===== src/rtl/game_event_scorer_if.sv =====
// Bundle of the step/event inputs and the audio/score/lives outputs exchanged
// between the game controller and the scorer.
interface game_event_scorer_if #(
    parameter int NUM_EVENTS  = 4,
    parameter int POINT_BITS  = 4,
    parameter int SAMPLE_BITS = 4,
    parameter int LIVES_BITS  = 3,
    parameter int DIGITS      = 3
);
    logic                             STEP_COMPLETE;
    logic [NUM_EVENTS-1:0]            EVENT_VALID;
    logic [NUM_EVENTS*POINT_BITS-1:0] EVENT_POINTS;
    logic                             BALL_LOST;
    logic                             NEW_GAME;
    logic [SAMPLE_BITS-1:0]           AUDIO_SELECT;
    logic                             AUDIO_TRIGGER;
    logic [LIVES_BITS-1:0]            LIVES;
    logic                             GAME_OVER;
    logic [4*DIGITS-1:0]              SCORE_BCD;
    logic                             COUNT_BUSY;

    // Game controller side: produces steps, consumes audio and score state.
    modport master (
        output STEP_COMPLETE, EVENT_VALID, EVENT_POINTS, BALL_LOST, NEW_GAME,
        input  AUDIO_SELECT, AUDIO_TRIGGER, LIVES, GAME_OVER, SCORE_BCD, COUNT_BUSY
    );

    // Scorer side.
    modport slave (
        input  STEP_COMPLETE, EVENT_VALID, EVENT_POINTS, BALL_LOST, NEW_GAME,
        output AUDIO_SELECT, AUDIO_TRIGGER, LIVES, GAME_OVER, SCORE_BCD, COUNT_BUSY
    );
endinterface


===== src/rtl/game_event_scorer.sv =====
// Game event scorer: arbitrates hit / ball-lost events on each physics step
// into an audio trigger, accumulates points into a saturating pending counter
// that drains one point per idle clock into a BCD score, and tracks lives,
// extra-life awards, game-over and new-game restart.
module game_event_scorer #(
    parameter int NUM_EVENTS       = 4,
    parameter int POINT_BITS       = 4,
    parameter int PENDING_BITS     = 6,
    parameter int DIGITS           = 3,
    parameter int SATURATE         = 1,
    parameter int SAMPLE_BITS      = 4,
    parameter int SAMPLE_BASE      = 1,
    parameter int SAMPLE_LOST      = 0,
    parameter int LIVES_BITS       = 3,
    parameter int START_LIVES      = 3,
    parameter int MAX_LIVES        = 7,
    parameter int EXTRA_LIFE_DIGIT = 2
) (
    input logic                CLK,
    input logic                RESET_N,
    game_event_scorer_if.slave bus
);

    localparam int SUM_BITS   = POINT_BITS + $clog2(NUM_EVENTS);
    localparam int ACC_W      = ((PENDING_BITS > SUM_BITS) ? PENDING_BITS : SUM_BITS) + 1;
    localparam int SCORE_BITS = 4 * DIGITS;
    // An out-of-range award digit disables awards; the index is clamped so the
    // carry vector is never addressed out of range.
    localparam bit ELD_EN     = (EXTRA_LIFE_DIGIT < DIGITS);
    localparam int ELD_IDX    = ELD_EN ? EXTRA_LIFE_DIGIT : 0;

    localparam logic [PENDING_BITS-1:0] PEND_MAX   = '1;
    localparam logic [LIVES_BITS-1:0]   LIVES_MAX  = LIVES_BITS'(MAX_LIVES);
    localparam logic [LIVES_BITS-1:0]   LIVES_INIT = LIVES_BITS'(START_LIVES);

    typedef struct packed {
        logic [SCORE_BITS-1:0] score;
        logic [DIGITS-1:0]     carry;   // carry[d] = carry out of digit d
    } bcd_inc_t;

    // Pending counter add, clamped at the all-ones value.
    function automatic logic [PENDING_BITS-1:0] sat_add_pending(
        input logic [PENDING_BITS-1:0] a,
        input logic [SUM_BITS-1:0]     b
    );
        logic [ACC_W-1:0] s;
        s = ACC_W'(a) + ACC_W'(b);
        if (s > ACC_W'(PEND_MAX))
            return PEND_MAX;
        return s[PENDING_BITS-1:0];
    endfunction

    // Ripple +1 through the BCD digits, reporting the carry out of every digit.
    function automatic bcd_inc_t bcd_inc(input logic [SCORE_BITS-1:0] s);
        bcd_inc_t   r;
        logic       c;
        logic [3:0] dig;
        r = '0;
        c = 1'b1;
        for (int d = 0; d < DIGITS; d++) begin
            dig = s[4*d +: 4];
            if (c && dig == 4'd9) begin
                r.score[4*d +: 4] = 4'd0;
                c = 1'b1;
            end else if (c) begin
                r.score[4*d +: 4] = dig + 4'd1;
                c = 1'b0;
            end else begin
                r.score[4*d +: 4] = dig;
            end
            r.carry[d] = c;
        end
        return r;
    endfunction

    // Lives update: award clamps at the ceiling, loss clamps at zero, and a
    // simultaneous award and loss cancel out.
    function automatic logic [LIVES_BITS-1:0] lives_update(
        input logic [LIVES_BITS-1:0] l,
        input logic                  inc,
        input logic                  dec
    );
        logic [LIVES_BITS-1:0] r;
        r = l;
        if (inc && !dec) begin
            if (l < LIVES_MAX)
                r = l + LIVES_BITS'(1);
        end else if (dec && !inc) begin
            if (l != '0)
                r = l - LIVES_BITS'(1);
        end
        return r;
    endfunction

    logic [PENDING_BITS-1:0] pending_q;
    logic [SCORE_BITS-1:0]   score_q;
    logic [LIVES_BITS-1:0]   lives_q;
    logic                    game_over_q;
    logic [SAMPLE_BITS-1:0]  aud_sel_p1;
    logic                    vld_p1;

    logic                    step_ok;
    logic                    drain;
    logic                    win_any;
    logic [SAMPLE_BITS-1:0]  win_sel;
    logic [SUM_BITS-1:0]     hit_sum;
    bcd_inc_t                inc_r;
    logic                    sat_hold;
    logic [SCORE_BITS-1:0]   score_inc;
    logic                    award;
    logic [LIVES_BITS-1:0]   lives_d;

    // Step arbitration, point summation, drain increment and lives next-state.
    always_comb begin
        step_ok = bus.STEP_COMPLETE && !game_over_q && !bus.NEW_GAME;
        drain   = !bus.STEP_COMPLETE && (pending_q != '0);

        win_any = bus.BALL_LOST || (|bus.EVENT_VALID);
        win_sel = SAMPLE_BITS'(SAMPLE_LOST);
        if (!bus.BALL_LOST) begin
            for (int i = NUM_EVENTS - 1; i >= 0; i--) begin
                if (bus.EVENT_VALID[i])
                    win_sel = SAMPLE_BITS'(SAMPLE_BASE + i);
            end
        end

        hit_sum = '0;
        for (int i = 0; i < NUM_EVENTS; i++) begin
            if (bus.EVENT_VALID[i])
                hit_sum = hit_sum + SUM_BITS'(bus.EVENT_POINTS[i*POINT_BITS +: POINT_BITS]);
        end

        inc_r     = bcd_inc(score_q);
        sat_hold  = (SATURATE != 0) && inc_r.carry[DIGITS-1];
        score_inc = sat_hold ? score_q : inc_r.score;
        award     = drain && !sat_hold && ELD_EN && inc_r.carry[ELD_IDX];

        lives_d   = lives_update(lives_q, award, step_ok && bus.BALL_LOST);
    end

    // ---- stage p1: registered audio, pending, score and lives state ----
    always_ff @(posedge CLK or negedge RESET_N) begin
        if (!RESET_N) begin
            pending_q   <= '0;
            score_q     <= '0;
            lives_q     <= LIVES_INIT;
            game_over_q <= 1'b0;
            aud_sel_p1  <= '0;
            vld_p1      <= 1'b0;
        end else if (bus.NEW_GAME) begin
            pending_q   <= '0;
            score_q     <= '0;
            lives_q     <= LIVES_INIT;
            game_over_q <= 1'b0;
            vld_p1      <= 1'b0;
        end else begin
            vld_p1 <= step_ok && win_any;
            if (step_ok && win_any)
                aud_sel_p1 <= win_sel;
            if (step_ok && !bus.BALL_LOST) begin
                pending_q <= sat_add_pending(pending_q, hit_sum);
            end else if (drain) begin
                pending_q <= pending_q - PENDING_BITS'(1);
                score_q   <= score_inc;
            end
            lives_q     <= lives_d;
            game_over_q <= (lives_d == '0);
        end
    end

    assign bus.AUDIO_SELECT  = aud_sel_p1;
    assign bus.AUDIO_TRIGGER = vld_p1;
    assign bus.LIVES         = lives_q;
    assign bus.GAME_OVER     = game_over_q;
    assign bus.SCORE_BCD     = score_q;
    assign bus.COUNT_BUSY    = (pending_q != '0);

endmodule


===== src/flat_wrapper.sv =====
// flat-port wrapper written by rule: the top's interface ports become plain ports
module game_event_scorer_flat 
#(
    parameter int NUM_EVENTS       = 4,
    parameter int POINT_BITS       = 4,
    parameter int PENDING_BITS     = 6,
    parameter int DIGITS           = 3,
    parameter int SATURATE         = 1,
    parameter int SAMPLE_BITS      = 4,
    parameter int SAMPLE_BASE      = 1,
    parameter int SAMPLE_LOST      = 0,
    parameter int LIVES_BITS       = 3,
    parameter int START_LIVES      = 3,
    parameter int MAX_LIVES        = 7,
    parameter int EXTRA_LIFE_DIGIT = 2
)
  (CLK, RESET_N, bus_STEP_COMPLETE, bus_EVENT_VALID, bus_EVENT_POINTS, bus_BALL_LOST, bus_NEW_GAME, bus_AUDIO_SELECT, bus_AUDIO_TRIGGER, bus_LIVES, bus_GAME_OVER, bus_SCORE_BCD, bus_COUNT_BUSY);
  game_event_scorer_if #(.NUM_EVENTS(NUM_EVENTS), .POINT_BITS(POINT_BITS), .SAMPLE_BITS(SAMPLE_BITS), .LIVES_BITS(LIVES_BITS), .DIGITS(DIGITS)) bus_i ();
  input logic CLK;
  input logic RESET_N;
  input wire logic [$bits(bus_i.STEP_COMPLETE)-1:0] bus_STEP_COMPLETE;
  input wire logic [$bits(bus_i.EVENT_VALID)-1:0] bus_EVENT_VALID;
  input wire logic [$bits(bus_i.EVENT_POINTS)-1:0] bus_EVENT_POINTS;
  input wire logic [$bits(bus_i.BALL_LOST)-1:0] bus_BALL_LOST;
  input wire logic [$bits(bus_i.NEW_GAME)-1:0] bus_NEW_GAME;
  output wire logic [$bits(bus_i.AUDIO_SELECT)-1:0] bus_AUDIO_SELECT;
  output wire logic [$bits(bus_i.AUDIO_TRIGGER)-1:0] bus_AUDIO_TRIGGER;
  output wire logic [$bits(bus_i.LIVES)-1:0] bus_LIVES;
  output wire logic [$bits(bus_i.GAME_OVER)-1:0] bus_GAME_OVER;
  output wire logic [$bits(bus_i.SCORE_BCD)-1:0] bus_SCORE_BCD;
  output wire logic [$bits(bus_i.COUNT_BUSY)-1:0] bus_COUNT_BUSY;
  assign bus_i.STEP_COMPLETE = bus_STEP_COMPLETE;
  assign bus_i.EVENT_VALID = bus_EVENT_VALID;
  assign bus_i.EVENT_POINTS = bus_EVENT_POINTS;
  assign bus_i.BALL_LOST = bus_BALL_LOST;
  assign bus_i.NEW_GAME = bus_NEW_GAME;
  assign bus_AUDIO_SELECT = bus_i.AUDIO_SELECT;
  assign bus_AUDIO_TRIGGER = bus_i.AUDIO_TRIGGER;
  assign bus_LIVES = bus_i.LIVES;
  assign bus_GAME_OVER = bus_i.GAME_OVER;
  assign bus_SCORE_BCD = bus_i.SCORE_BCD;
  assign bus_COUNT_BUSY = bus_i.COUNT_BUSY;
  game_event_scorer #(.NUM_EVENTS(NUM_EVENTS), .POINT_BITS(POINT_BITS), .PENDING_BITS(PENDING_BITS), .DIGITS(DIGITS), .SATURATE(SATURATE), .SAMPLE_BITS(SAMPLE_BITS), .SAMPLE_BASE(SAMPLE_BASE), .SAMPLE_LOST(SAMPLE_LOST), .LIVES_BITS(LIVES_BITS), .START_LIVES(START_LIVES), .MAX_LIVES(MAX_LIVES), .EXTRA_LIFE_DIGIT(EXTRA_LIFE_DIGIT)) u_core (.CLK(CLK), .RESET_N(RESET_N), .bus(bus_i));
endmodule

===== config.mk =====
export PLATFORM = sky130hd
export DESIGN_NAME = game_event_scorer_flat
export DESIGN_NICKNAME = d
export VERILOG_FILES = /design/src/rtl/game_event_scorer_if.sv /design/src/rtl/game_event_scorer.sv /design/src/flat_wrapper.sv
export SDC_FILE = /design/constraint.sdc
export NUM_CORES = 1
export LEC_CHECK = 0
export ABC_CLOCK_PERIOD_IN_PS = 5590
export CAP_MARGIN = 20
export CORE_MARGIN = 2
export CORE_UTILIZATION = 40
export CTS_BUF_LIST = sky130_fd_sc_hd__clkbuf_8
export DETAILED_ROUTE_END_ITERATION = 12
export GPL_TIMING_DRIVEN = 0
export HOLD_SLACK_MARGIN = 0.05
export PLACE_DENSITY = 0.74
export SETUP_SLACK_MARGIN = 0.2
export SYNTH_ARGS = -nofsm -noshare
export SYNTH_HDL_FRONTEND = slang
export SYNTH_SLANG_ARGS = --single-unit

===== constraint.sdc =====
create_clock -name CLK -period 5.59 [get_ports CLK]
set_input_delay 0.559 -clock CLK [delete_from_list [all_inputs] [get_ports CLK]]
set_output_delay 0.559 -clock CLK [all_outputs]
set_load 0.01 [all_outputs]

==> results_dict.tcl <==
set metrics [dict create \
    status "completed" \
    syn-instance-count 278 \
    fin_area_sq_um 3200 \
    ys_top_cells_by_area "dfrtp_1, ha_1, a21oi_1" \
    synth_area_per_cell_sq_um 8.90 \
    ctsHtreeMaxLevel 1 \
    required_ns 5.74 \
    worst_pin_slew_ns 0.591 \
    fin_crit_ns 5.18 \
    cts_tree "yes" \
    grt_max_degree 17 \
    worst_path_max_delay_cell "fa_1" \
    routed_wl_um 5470 \
    final-setup-viol-count 0 \
    antenna_left 0 \
    avgViaCountPerCell 5.28 \
    grt_pass1_wl_um 9100 \
    die_y_um 82.6 \
    netSwitchingFraction_pct 34.9 \
    hold_class "reg2reg" \
    critical_path.max_stage_delay_ns 0.48 \
    path_buf_inv 2 \
    pre_cts_slack_ns -0.153 \
    fmax_ghz 0.193 \
    cp_max_fo 6 \
    drc 0 \
    slew_violations 0 \
    netlist_area_sq_um 2470 \
    wl_per_cell_um 13.6 \
    clkLatencyLatePin_ns 0.28 \
    p_sw_uw 257 \
    max_cap_viol_count 0 \
    synthFlopType "dfrtp_1" \
    ios 47 \
    grt-ovfl-total 0 \
    grt_pass1_vias 2050 \
    cts_max_path_buffers 2 \
    p_leak_uw 0.00142 \
    diodes 0 \
    worst_setup_path_end_kind "flop" \
    fin_crit_sh_pct 92.7 \
    synth.net_count 334 \
    async_flop_share_pct 100 \
    cts_inserted_buffers 3 \
    routabilityCongestion 0.790 \
    port_buffers 44 \
    start_util_pct 41.5 \
    tns_ns 0 \
    rows 28 \
    r2r_setup_slack_ns 3.44 \
    dr.pass1.iters 4 \
    synth_commonest_cells "ha_1, dfrtp_1, a21oi_1, inv_1, nor2_1" \
    cts_hold_buf 0 \
    postPlaceCellArea_sq_um 3040 \
    crit_type "in2reg" \
    clock-sinks 26 \
    setup_ws_ns 0.410 \
    layout.nets 385 \
    path_clk_slew_ns 0.09 \
    skew_ns 0.00730 \
    coreArea_sq_um 5960 \
    ys_ff_latch 26 \
    area_growth_pct 29.3 \
    drive_gt1_share_pct 15.2 \
    cellPowerDensity_nw_per_um2 230 \
    power_uw 737 \
    synth.top_cell.area_share_pct 24.3 \
    vias 2127 \
    dr.first_iter.drc_count 71 \
    synth-edff-count 0 \
    cp-start-kind "input pin" \
    die-area_sq_um 6830 \
    power_frac_clock_pct 21.4 \
    max_slew_margin_pct 60.5 \
    yosysTopAreaCell "dfrtp_1" \
    antenna_found_initial 0 \
    synth-seq-area-share_pct 26.4 \
    critical_path.top_delay_family "adder cells" \
    finalHoldViolCount 0 \
    p_int_uw 479 \
    grt.total_usage_pct 16.9 \
    pwr-share-comb_pct 48.3 \
    yosysWarnings 0 \
    die_w_um 82.6 \
    crit_chain "clkdlybuf4s50_1 > and2_1 > ha_1 > inv_1 > fa_1 > mux2i_4 > ha_1 > a21o_1 > a21oi_2 > xnor2_1 > mux2_2 > ha_4 > nand4_1 > nand3_1 > mux2_2 > a22o_1 > ha_4 > nand2_1 > a21oi_1 > a2111o_1 > o21ai_2 > a21oi_1" \
    ir_worst_vdd_mv 0.0905 \
    rsz0062_at_grt "no" \
    yosysMostFrequentCell "ha_1" \
    clock_tree.root_cell "clkbuf_8" \
    yosysUniqueCellTypes 59 \
    fill_cells 553 \
    dp_hpwl_um 4200 \
    p_seq_share_pct 30.3 \
    critPathArrivalTime_ns 5.33 \
]
==> kinds of logic (layout without fill, tap and decap cells) <==
group | Yosys count | after routing | synth area share (%)
muxes | 14 | 14 | 6.12
DFF | 26 | 26 | 26.4
other | 1 | 1 | 0.152
AOI/OAI and AO/OA | 68 | 68 | 18.6
and+or+nand+nor | 90 | 90 | 20.4
xor gates and xnor gates | 16 | 16 | 5.67
buffers and inverters | 31 | 81 | 5.36
adders and majority gates | 32 | 32 | 17.3
==> cells in the final DEF (no fill, tap or decap), drive strengths merged, types with 7 or more instances in the layout <==
master,count
a21oi,25
buf,9
clkdlybuf4s50,43
dfrtp,24
ha,27
inv,22
mux2,9
nand2,18
nand2b,9
nand3,12
nor2,21
o21ai,14
xnor2,9
xor2,7
==> area by class of cell <==
| class | count | area, sq um | area share [%] |
|---|---|---|---|
| buffer | 9 | 50.0 | 1.56 |
| clock buffer | 3 | 41.3 | 1.29 |
| clock inverter | 1 | 30.0 | 0.939 |
| inverter | 22 | 82.6 | 2.58 |
| multi-input combinational | 221 | 1770 | 55.4 |
| sequential | 26 | 653 | 20.4 |
| tap | 75 | 93.8 | 2.93 |
| timing repair buffer | 46 | 474 | 14.8 |
==> power groups by stage <==
| stage | clock (uW) | combinational, uW | sequential, uW |
|---|---|---|---|
| 5_1_grt | 168 | 398 | 227 |
| 3_3_place_gp | 0 | 318 | 226 |
| 2_1_floorplan | 0 | 234 | 225 |
| 6_report | 157 | 356 | 223 |
| 3_5_place_dp | 0 | 328 | 226 |
| 4_1_cts | 163 | 330 | 223 |
==> final timing paths <==
check,depth (start not counted),startpoint,to
max,22,bus_EVENT_POINTS[0],u_core.pending_q[0]
max reg2reg,7,u_core.pending_q[0],u_core.pending_q[0]
max in group asynchronous,2,RESET_N,u_core.bus.SCORE_BCD[4]
min reg2reg,1,u_core.bus.AUDIO_SELECT[0],u_core.bus.AUDIO_SELECT[0]
min,1,u_core.bus.AUDIO_SELECT[0],u_core.bus.AUDIO_SELECT[0]
min in group asynchronous,1,RESET_N,u_core.bus.SCORE_BCD[9]
==> routing by layer <==
metal | global-route usage [%] | up-vias | wire length, um
met3 | 1.63 | 7 | 107
met1 | 22.6 | 998 | 2600
li1 | - | 1088 | -
met4 | 4.92 | 0 | 80
met5 | 0 | - | 0
met2 | 29.0 | 34 | 2690
==> state kept, by name, indices dropped and copies added (netlist names) <==
register                  count
u_core.pending_q              6
u_core.bus.LIVES              3
u_core.bus.SCORE_BCD         12
u_core.bus.AUDIO_SELECT       3
u_core.bus.AUDIO_TRIGGER      1
u_core.bus.GAME_OVER          1
==> repair_timing <==
| item | 4_1_cts | 5_1_grt |
|---|---|---|
| pin swaps | 0 | 3 |
| setup endpoints to repair | 4 | 6 |
| buffers inserted | 0 | 1 |
| resized for setup | 1 | 14 |
==> per-stage QoR <==
stage          instances  hold slack (ns)  util [%]
4_1_cts              402            0.534      52.1
5_1_grt              403            0.547      53.7
2_1_floorplan        278            0.263         -
3_3_place_gp         397            0.499      50.5
6_report             403            0.523      53.7
3_5_place_dp         398            0.511      51.0
(Power assumes the default switching activity.)
